$ cat src/rtl/refresh_cmd_arbiter.sv
// rtl/refresh_cmd_arbiter.sv - refresh vs bank-machine command arbiter
// Blocks the bank machines on a refresh request, drains to all-idle, then forwards refresher commands.
module refresh_cmd_arbiter #(
  parameter int NBANKS  = 8,
  parameter int TIMEOUT = 1023,
  parameter int CNT_W   = 16
) (
  input  logic              sys_clk,
  input  logic              sys_rst_n,
  input  logic              ref_cmd_valid,
  output logic              ref_cmd_ready,
  input  logic              ref_cmd_last,
  input  logic [16:0]       ref_cmd_a,
  input  logic [2:0]        ref_cmd_ba,
  input  logic              ref_cmd_cas,
  input  logic              ref_cmd_ras,
  input  logic              ref_cmd_we,
  input  logic              norm_cmd_valid,
  output logic              norm_cmd_ready,
  input  logic [16:0]       norm_cmd_a,
  input  logic [2:0]        norm_cmd_ba,
  input  logic              norm_cmd_cas,
  input  logic              norm_cmd_ras,
  input  logic              norm_cmd_we,
  input  logic [NBANKS-1:0] bank_idle,
  output logic              bank_block,
  output logic              out_cmd_valid,
  input  logic              out_cmd_ready,
  output logic [16:0]       out_cmd_a,
  output logic [2:0]        out_cmd_ba,
  output logic              out_cmd_cas,
  output logic              out_cmd_ras,
  output logic              out_cmd_we,
  output logic              refresh_active,
  output logic [CNT_W-1:0]  refresh_count,
  output logic              timeout_err,
  output logic              drop_err
);

  localparam int DW = (TIMEOUT < 2) ? 1 : $clog2(TIMEOUT + 1);
  localparam logic [DW-1:0] TIMEOUT_V = DW'(TIMEOUT);

  localparam logic [1:0] ST_NORMAL  = 2'd0;
  localparam logic [1:0] ST_DRAIN   = 2'd1;
  localparam logic [1:0] ST_REFRESH = 2'd2;

  logic [1:0]       state_q, state_d;
  logic [DW-1:0]    drain_cnt_q, drain_cnt_d;
  logic [CNT_W-1:0] ref_cnt_q, ref_cnt_d;
  logic             timeout_err_q, timeout_err_d;
  logic             drop_err_q, drop_err_d;

  logic all_idle;
  logic ref_is_cmd;

  assign all_idle   = &bank_idle;
  assign ref_is_cmd = ref_cmd_cas | ref_cmd_ras | ref_cmd_we;

  // Outputs are purely combinational so the command path adds no latency;
  // everything is held at zero while reset is asserted.
  always_comb begin
    ref_cmd_ready  = 1'b0;
    norm_cmd_ready = 1'b0;
    bank_block     = 1'b0;
    out_cmd_valid  = 1'b0;
    out_cmd_a      = '0;
    out_cmd_ba     = '0;
    out_cmd_cas    = 1'b0;
    out_cmd_ras    = 1'b0;
    out_cmd_we     = 1'b0;
    refresh_active = 1'b0;
    refresh_count  = '0;
    timeout_err    = 1'b0;
    drop_err       = 1'b0;
    if (sys_rst_n) begin
      refresh_count = ref_cnt_q;
      timeout_err   = timeout_err_q;
      drop_err      = drop_err_q;
      case (state_q)
        ST_NORMAL: begin
          out_cmd_valid  = norm_cmd_valid;
          out_cmd_a      = norm_cmd_a;
          out_cmd_ba     = norm_cmd_ba;
          out_cmd_cas    = norm_cmd_cas;
          out_cmd_ras    = norm_cmd_ras;
          out_cmd_we     = norm_cmd_we;
          norm_cmd_ready = out_cmd_ready;
        end
        ST_DRAIN: begin
          bank_block = 1'b1;
        end
        ST_REFRESH: begin
          bank_block     = 1'b1;
          ref_cmd_ready  = 1'b1;
          refresh_active = 1'b1;
          out_cmd_valid  = ref_cmd_valid & ref_is_cmd;
          out_cmd_a      = ref_cmd_a;
          out_cmd_ba     = ref_cmd_ba;
          out_cmd_cas    = ref_cmd_cas;
          out_cmd_ras    = ref_cmd_ras;
          out_cmd_we     = ref_cmd_we;
        end
        default: begin
          bank_block = 1'b0;
        end
      endcase
    end
  end

  always_comb begin
    state_d       = state_q;
    drain_cnt_d   = drain_cnt_q;
    ref_cnt_d     = ref_cnt_q;
    timeout_err_d = timeout_err_q;
    drop_err_d    = drop_err_q;
    case (state_q)
      ST_NORMAL: begin
        if (ref_cmd_valid) begin
          state_d     = ST_DRAIN;
          drain_cnt_d = '0;
        end
      end
      ST_DRAIN: begin
        if (!ref_cmd_valid) begin
          state_d     = ST_NORMAL;
          drain_cnt_d = '0;
        end else if (all_idle) begin
          state_d     = ST_REFRESH;
          drain_cnt_d = '0;
        end else begin
          // Saturate rather than wrap so the flag cannot be missed on a long stall.
          drain_cnt_d = (drain_cnt_q == TIMEOUT_V) ? drain_cnt_q : drain_cnt_q + DW'(1);
          if (drain_cnt_d == TIMEOUT_V) begin
            timeout_err_d = 1'b1;
          end
        end
      end
      ST_REFRESH: begin
        // The refresher has no stall path, so a refused command is simply lost.
        if (out_cmd_valid && !out_cmd_ready) begin
          drop_err_d = 1'b1;
        end
        if (ref_cmd_last) begin
          ref_cnt_d = ref_cnt_q + CNT_W'(1);
          state_d   = ST_NORMAL;
        end
      end
      default: begin
        state_d     = ST_NORMAL;
        drain_cnt_d = '0;
      end
    endcase
  end

  always_ff @(posedge sys_clk) begin
    if (!sys_rst_n) begin
      state_q       <= ST_NORMAL;
      drain_cnt_q   <= '0;
      ref_cnt_q     <= '0;
      timeout_err_q <= 1'b0;
      drop_err_q    <= 1'b0;
    end else begin
      state_q       <= state_d;
      drain_cnt_q   <= drain_cnt_d;
      ref_cnt_q     <= ref_cnt_d;
      timeout_err_q <= timeout_err_d;
      drop_err_q    <= drop_err_d;
    end
  end

endmodule
$ cat config.mk
export PLATFORM = sky130hd
export DESIGN_NAME = refresh_cmd_arbiter
export DESIGN_NICKNAME = d
export VERILOG_FILES = /design/src/rtl/refresh_cmd_arbiter.sv
export SDC_FILE = /design/constraint.sdc
export NUM_CORES = 1
export LEC_CHECK = 0
export BUFFER_PORTS_ARGS = -buffer_cell sky130_fd_sc_hd__buf_2
export CORE_MARGIN = 2
export CORE_UTILIZATION = 49
export CTS_BUF_LIST = sky130_fd_sc_hd__clkbuf_16
export CTS_CLUSTER_SIZE = 14
export DETAILED_ROUTE_END_ITERATION = 16
export PLACE_DENSITY = 0.86
export SLEW_MARGIN = 10
export SYNTH_ARGS = -nofsm -noshare
export SYNTH_HDL_FRONTEND = slang
export SYNTH_SLANG_ARGS = --single-unit
$ cat constraint.sdc
create_clock -name sys_clk -period 4.5 [get_ports sys_clk]
set_input_delay 0.45 -clock sys_clk [delete_from_list [all_inputs] [get_ports sys_clk]]
set_output_delay 0.45 -clock sys_clk [all_outputs]
set_load 0.1 [all_outputs]
-- Word level (Yosys, flattened, before mapping)
Cells that the tools add are included.
- register bits after elaboration: 30
- word-level logic and storage cells: 60
- add/subtract/negate cells: 2
- equality and inequality tests: 7
- bitwise operators: 5
- reduce and logical (&&, ||, !) cells: 10
- multiplexer cells: 31
- operators with widths (operator ; count):
    10-bit two-way mux ; 4
    17-bit case mux with 2 select lines ; 1
    10-bit case mux with 3 select lines ; 1
    10-bit equality test, second input constant ; 2
    17-bit two-way mux ; 1
    16-bit by 1-bit adder with 16-bit output, second input constant ; 1
    16-bit two-way mux ; 1
    1-bit two-way mux ; 12
    10-bit by 1-bit adder with 10-bit output, second input constant ; 1
    2-bit two-way mux ; 4
    1-bit case mux with 2 select lines ; 4
    8-bit AND reduction ; 1
    2-bit case mux with 3 select lines ; 1
    3-bit case mux with 2 select lines ; 1
    2-bit AND reduction ; 3
    2-bit != test, second input constant ; 2
    4-bit AND reduction ; 1
    3-bit two-way mux ; 1
    3-bit != test, second input constant ; 1
    3-bit AND reduction ; 1
    2-bit by 1-bit equality test with 1-bit output, second input constant ; 1
    2-bit equality test, second input constant ; 1
    2-bit logical NOT ; 1
    1-bit NOT ; 2
    5 further kinds ; 6

-- Depth between registers and ports, before layout
- depth after elaboration: 7
- depth in mapped cells: 7

-- Least setup slack after synthesis
No wires, ideal clock.
- path type: reg2out
- from: reg state_q[0]
- to: out out_cmd_a[10]
- arrival time: 2.390 ns
- path slack: 1.660 ns
- stages on the path, launching flop included: 7
- required time: 4.050 ns
- cell sequence: dfxtp_1 > inv_1 > ha_1 > and2_1 > clkbuf_1 > buf_2 > a22o_1
- word-level cells in the longest chain between the ends: 3
- elaborated cells on any way between the ends: 4
- those cells by class: eq/ne (1); mux (2); reduce/logical (1)
- RTL lines (element ; line ; text):
    start: declaration ; 47 ; logic [1:0] state_q, state_d;
    start signal: assignment ; 163 ; state_q <= state_d;
    2-bit equality test or 2-bit logical NOT (tied branches) ; 79 ; case (state_q)
    17-bit case mux with 2 select lines (*) ; 79 ;
    17-bit two-way mux (*) ; 75 ; if (sys_rst_n) begin
    end: declaration ; 29 ; output logic [16:0] out_cmd_a,
Every way passes the cells marked *; elsewhere a longest branch is shown, timed or not.

-- Worst setup path after layout
- from: reg state_q[0]
- to: out out_cmd_valid
- word-level cells in the longest chain between the ends: 3
- elaborated cells on any way between the ends: 4
- those cells by class: eq/ne (1); mux (2); reduce/logical (1)
- RTL lines (element ; line ; text):
    2-bit equality test or 2-bit logical NOT (tied branches) ; 79 ;
    1-bit case mux with 2 select lines (*) ; 79 ;
    1-bit two-way mux (*) ; 75 ;
    end: declaration ; 27 ; output logic out_cmd_valid,
Marks and branches as above.

==> results by group <==
Global routing
  – Initial antenna violation count: 0
  – Total GRT Usage: 0.235
  – Global-route wire length before repair: 8310 µm
  – Total grt overflow: 0
  – Largest net degree at the start of global routing: 52
  – Vias in the first global route: 2,012

Clock tree
  – Resized Gates After CTS: 0
  – Setup Buffers After CTS: 0
  – Clock Path Buffers: 2
  – Worst-path clk slew: 50 ps
  – Hold Buf Count CTS: 0
  – CTS tree: yes
  – Clock Sinks: 30
  – H-Tree Depth: 2
  – Clk_lat worst skew: 270 ps
  – Total CTS buffers: 5
  – CTS root buffer: clkbuf_16

Floorplanning
  – Die H: 68.4 µm
  – Io pins: 106
  – Std cell rows: 23
  – Die area: 4680 µm²
  – Die W: 68.4 µm
  – Initial core utilization: 0.508
  – Core ar.: 4000 µm²

Critical path
  – CP peak stage delay: 740 ps
  – RR Startpoint: state_q[0]
  – Critical Path, Cell by Cell: inv_1, ha_1, and2_1, o311ai_1, nand2_1, buf_2
  – Setup slack, reg-to-reg: 2460 ps
  – Setup crit start kind: flip-flop
  – Reg2Reg Capture Point: drop_err_q
  – Crit path max fanout: 26
  – CP max-delay cell: and2_1
  – Crit path arrival time: 2560 ps
  – Required time of the critical path: 4050 ps
  – Worst Path Buf+Inv: 2
  – Worst reg-to-reg path cell count: 6
  – Setup crit end kind: output pin
  – CP top delay family: simple AND/OR/NAND/NOR gates
  – WS Path Type: flip-flop to output pin

Yosys
  – Syn Nets: 299
  – Compound-cell area share of the yosys netlist: 0.232
  – Synth Flop Type: dfxtp_1
  – #FFs+latches synth: 30
  – Netlist Area Pre-Place: 2030 µm²
  – Synth Area in Adders: 0.0369
  – Post-synthesis xor/xnor area fraction: 0.0517
  – Synth warnings: 0
  – Post-Synthesis Cells: 233
  – Largest family of logic cells by synthesized area: simple AND/OR/NAND/NOR gates
  – Simple-gate share of the synthesized area: 0.321
  – Mux share of post-synthesis cell area: 0.0222
  – Post-synth EDFFs: 0
  – Synthesized area per cell: 8.73 µm²
  – Count of different cell masters after synthesis: 51
  – Part of the Yosys area used for sequential elements: 0.295
  – Ys async rst share: 0

Timing
  – Tcrit/Tclk final: 0.669
  – Max-slew violations: 0
  – RSZ-0062 raised after global routing: no
  – Measured slew at the worst slew-check pin: 844 ps
  – Slew Limit Headroom: 0.437
  – Clk_skew: 3.98 ps
  – Setup TNS: 0 ps
  – Fin crit period: 3010 ps
  – Final WS setup: 1490 ps
  – Final hold vios: 0
  – Final Setup Violations: 0
  – Peak Freq: 332 MHz

Outcome
  – Run status: finished, final reports clean

Layout
  – Synth-to-Final Area Change: 32.6%
  – Layout cells sized above 1: 0.393
  – Antenna Cells: 0
  – # nets final: 397

Routing
  – # DRC: 0
  – DR iter-0 viols: 141
  – DRT Pass-1 Iters: 4
  – Via count: 2,106
  – Final WL: 5250 µm
  – Routed vias/inst: 5.53
  – Final ANT Viol Nets: 0
  – Avg WL per Cell: 13.8 µm

Placed design
  – I/O Buffers: 105
  – DPL Wire Length: 3930 µm
  – Routability cong.: 0.889
  – Pre-CTS setup slack: 1530 ps

Hold path
  – Hold path cells: 3
  – Hold worst-path end: drop_err_q
  – Min-delay worst type: input pin to flip-flop
  – Hold_sp: out_cmd_ready

Flow run
  – Maximum capacitance violations: 0

Power and ir drop
  – Maximum vdd ir drop: 0.308 mV
  – Power Density: 374 nW/µm²
  – Static leakage: 1.35 nW
layer usage:
layer  vias up  wire length, µm  global-route usage
met1       953             2050               0.246
li1       1053                -                   -
met4         0              107               0.103
met3         9              351              0.0707
met5         -                0                   0
met2        91             2750               0.428
placed cells by master, fill, tap and decap left out, types with 2 or more instances in the layout:
cell,n
a31o_1,2
and3_1,5
and4_1,2
o2111ai_1,2
dfxtp_1,30
a21boi_0,2
xor2_1,5
a21boi_1,3
mux2i_1,3
a22o_1,23
o221a_2,2
a21oi_1,2
inv_1,6
clkbuf_16,5
nand3_2,2
and2_1,35
nand4_1,5
nand3_1,8
ha_1,6
and4_4,2
nand2_1,16
nor3_1,2
xnor2_1,7
a31oi_1,5
a2bb2oi_1,3
nor3_2,3
nand2_2,2
buf_2,105
o221a_1,3
nor2_1,5
or3_1,2
o211ai_1,2
nor2b_1,6
clkinv_2,2
o21ai_0,2
Yosys cell counts, types with 2 or more instances:
| cell | instances | area, µm² |
|---|---|---|
| a21boi_0 | 2 | 15.0 |
| a21boi_1 | 3 | 22.5 |
| a21oi_1 | 2 | 10.0 |
| a22o_1 | 23 | 201 |
| a2bb2oi_1 | 3 | 26.3 |
| a31o_1 | 2 | 17.5 |
| a31oi_1 | 5 | 31.3 |
| and2_1 | 35 | 219 |
| and3_1 | 5 | 31.3 |
| and4_1 | 2 | 17.5 |
| and4_4 | 2 | 22.5 |
| buf_2 | 4 | 20.0 |
| clkbuf_1 | 9 | 33.8 |
| dfxtp_1 | 30 | 601 |
| ha_1 | 6 | 75.1 |
| inv_1 | 6 | 22.5 |
| mux2i_1 | 3 | 30.0 |
| nand2_1 | 16 | 60.1 |
| nand2_2 | 2 | 12.5 |
| nand3_1 | 8 | 40.0 |
| nand3_2 | 2 | 20.0 |
| nand4_1 | 5 | 31.3 |
| nor2_1 | 5 | 18.8 |
| nor2b_1 | 6 | 37.5 |
| nor3_1 | 2 | 10.0 |
| nor3_2 | 3 | 30.0 |
| o2111ai_1 | 2 | 17.5 |
| o211ai_1 | 2 | 15.0 |
| o21ai_0 | 2 | 10.0 |
| o221a_1 | 3 | 33.8 |
| o221a_2 | 2 | 22.5 |
| or3_1 | 2 | 12.5 |
| xnor2_1 | 7 | 61.3 |
| xor2_1 | 5 | 43.8 |
how the worst max path moves through the flow:
stage               start            end  slack [ps]  depth (start not counted)
2_1_floorplan  state_q[0]  out_cmd_a[10]        1660                          6
3_3_place_gp    sys_rst_n  out_cmd_valid        1580                          5
3_5_place_dp    sys_rst_n  out_cmd_valid        1530                          5
4_1_cts        state_q[0]  out_cmd_valid        1510                          6
5_1_grt        state_q[0]  out_cmd_valid        1310                          6
6_report       state_q[0]  out_cmd_valid        1490                          6
worst reg2reg max path, stage by stage (launching register included):
cell and delay, ps:
dfxtp_1 330, inv_1 110, ha_1 330, and2_1 740
o311ai_1 220, nand2_1 130, a31o_1 140
state kept, by name, summed over array words and instances (netlist names):
name	count
timeout_err_q	1
state_q	2
drain_cnt_q	10
drop_err_q	1
ref_cnt_q	16
power breakdown:
part	leakage, nW	total, mW	internal, mW	switching (mW)
logic	1.04	0.422	0.0874	0.334
registers	0.242	0.276	0.271	0.00493
clock network	0.0694	0.309	0.199	0.111
kinds of logic (layout without fill, tap and decap cells):
| kind of cell | after synthesis | after routing |
|---|---|---|
| AND/OR/NAND/NOR | 104 | 104 |
| AO/OA/AOI/OAI | 57 | 57 |
| flip-flops | 30 | 30 |
| buffers and inverters | 20 | 118 |
| XOR/XNOR | 12 | 12 |
| adder cells (fa/ha/maj) | 6 | 6 |
| multiplexers | 4 | 4 |
per-stage QoR:
| stage | area [µm²] | cells | total power [mW] | hold WS (ps) | utilization |
|---|---|---|---|---|---|
| after global routing | 2700 | 381 | 1.04 | 492 | 0.674 |
| after detailed placement | 2560 | 374 | 0.702 | 490 | 0.640 |
| final | 2700 | 381 | 1.01 | 468 | 0.674 |
| after CTS | 2700 | 381 | 1.01 | 468 | 0.674 |
| after floorplan | 2030 | 233 | 0.633 | 460 | - |
| after global placement | 2560 | 374 | 0.700 | 486 | 0.640 |
layout make-up:
class | count | area, µm²
well taps | 50 | 62.6
repair buffers | 105 | 526
clock buffers | 5 | 125
multi-input cells | 183 | 1350
flip-flops and latches | 30 | 601
fillers | 335 | 1310
inverters | 6 | 22.5
clock inverters | 2 | 10.0
(Power assumes the default switching activity.)
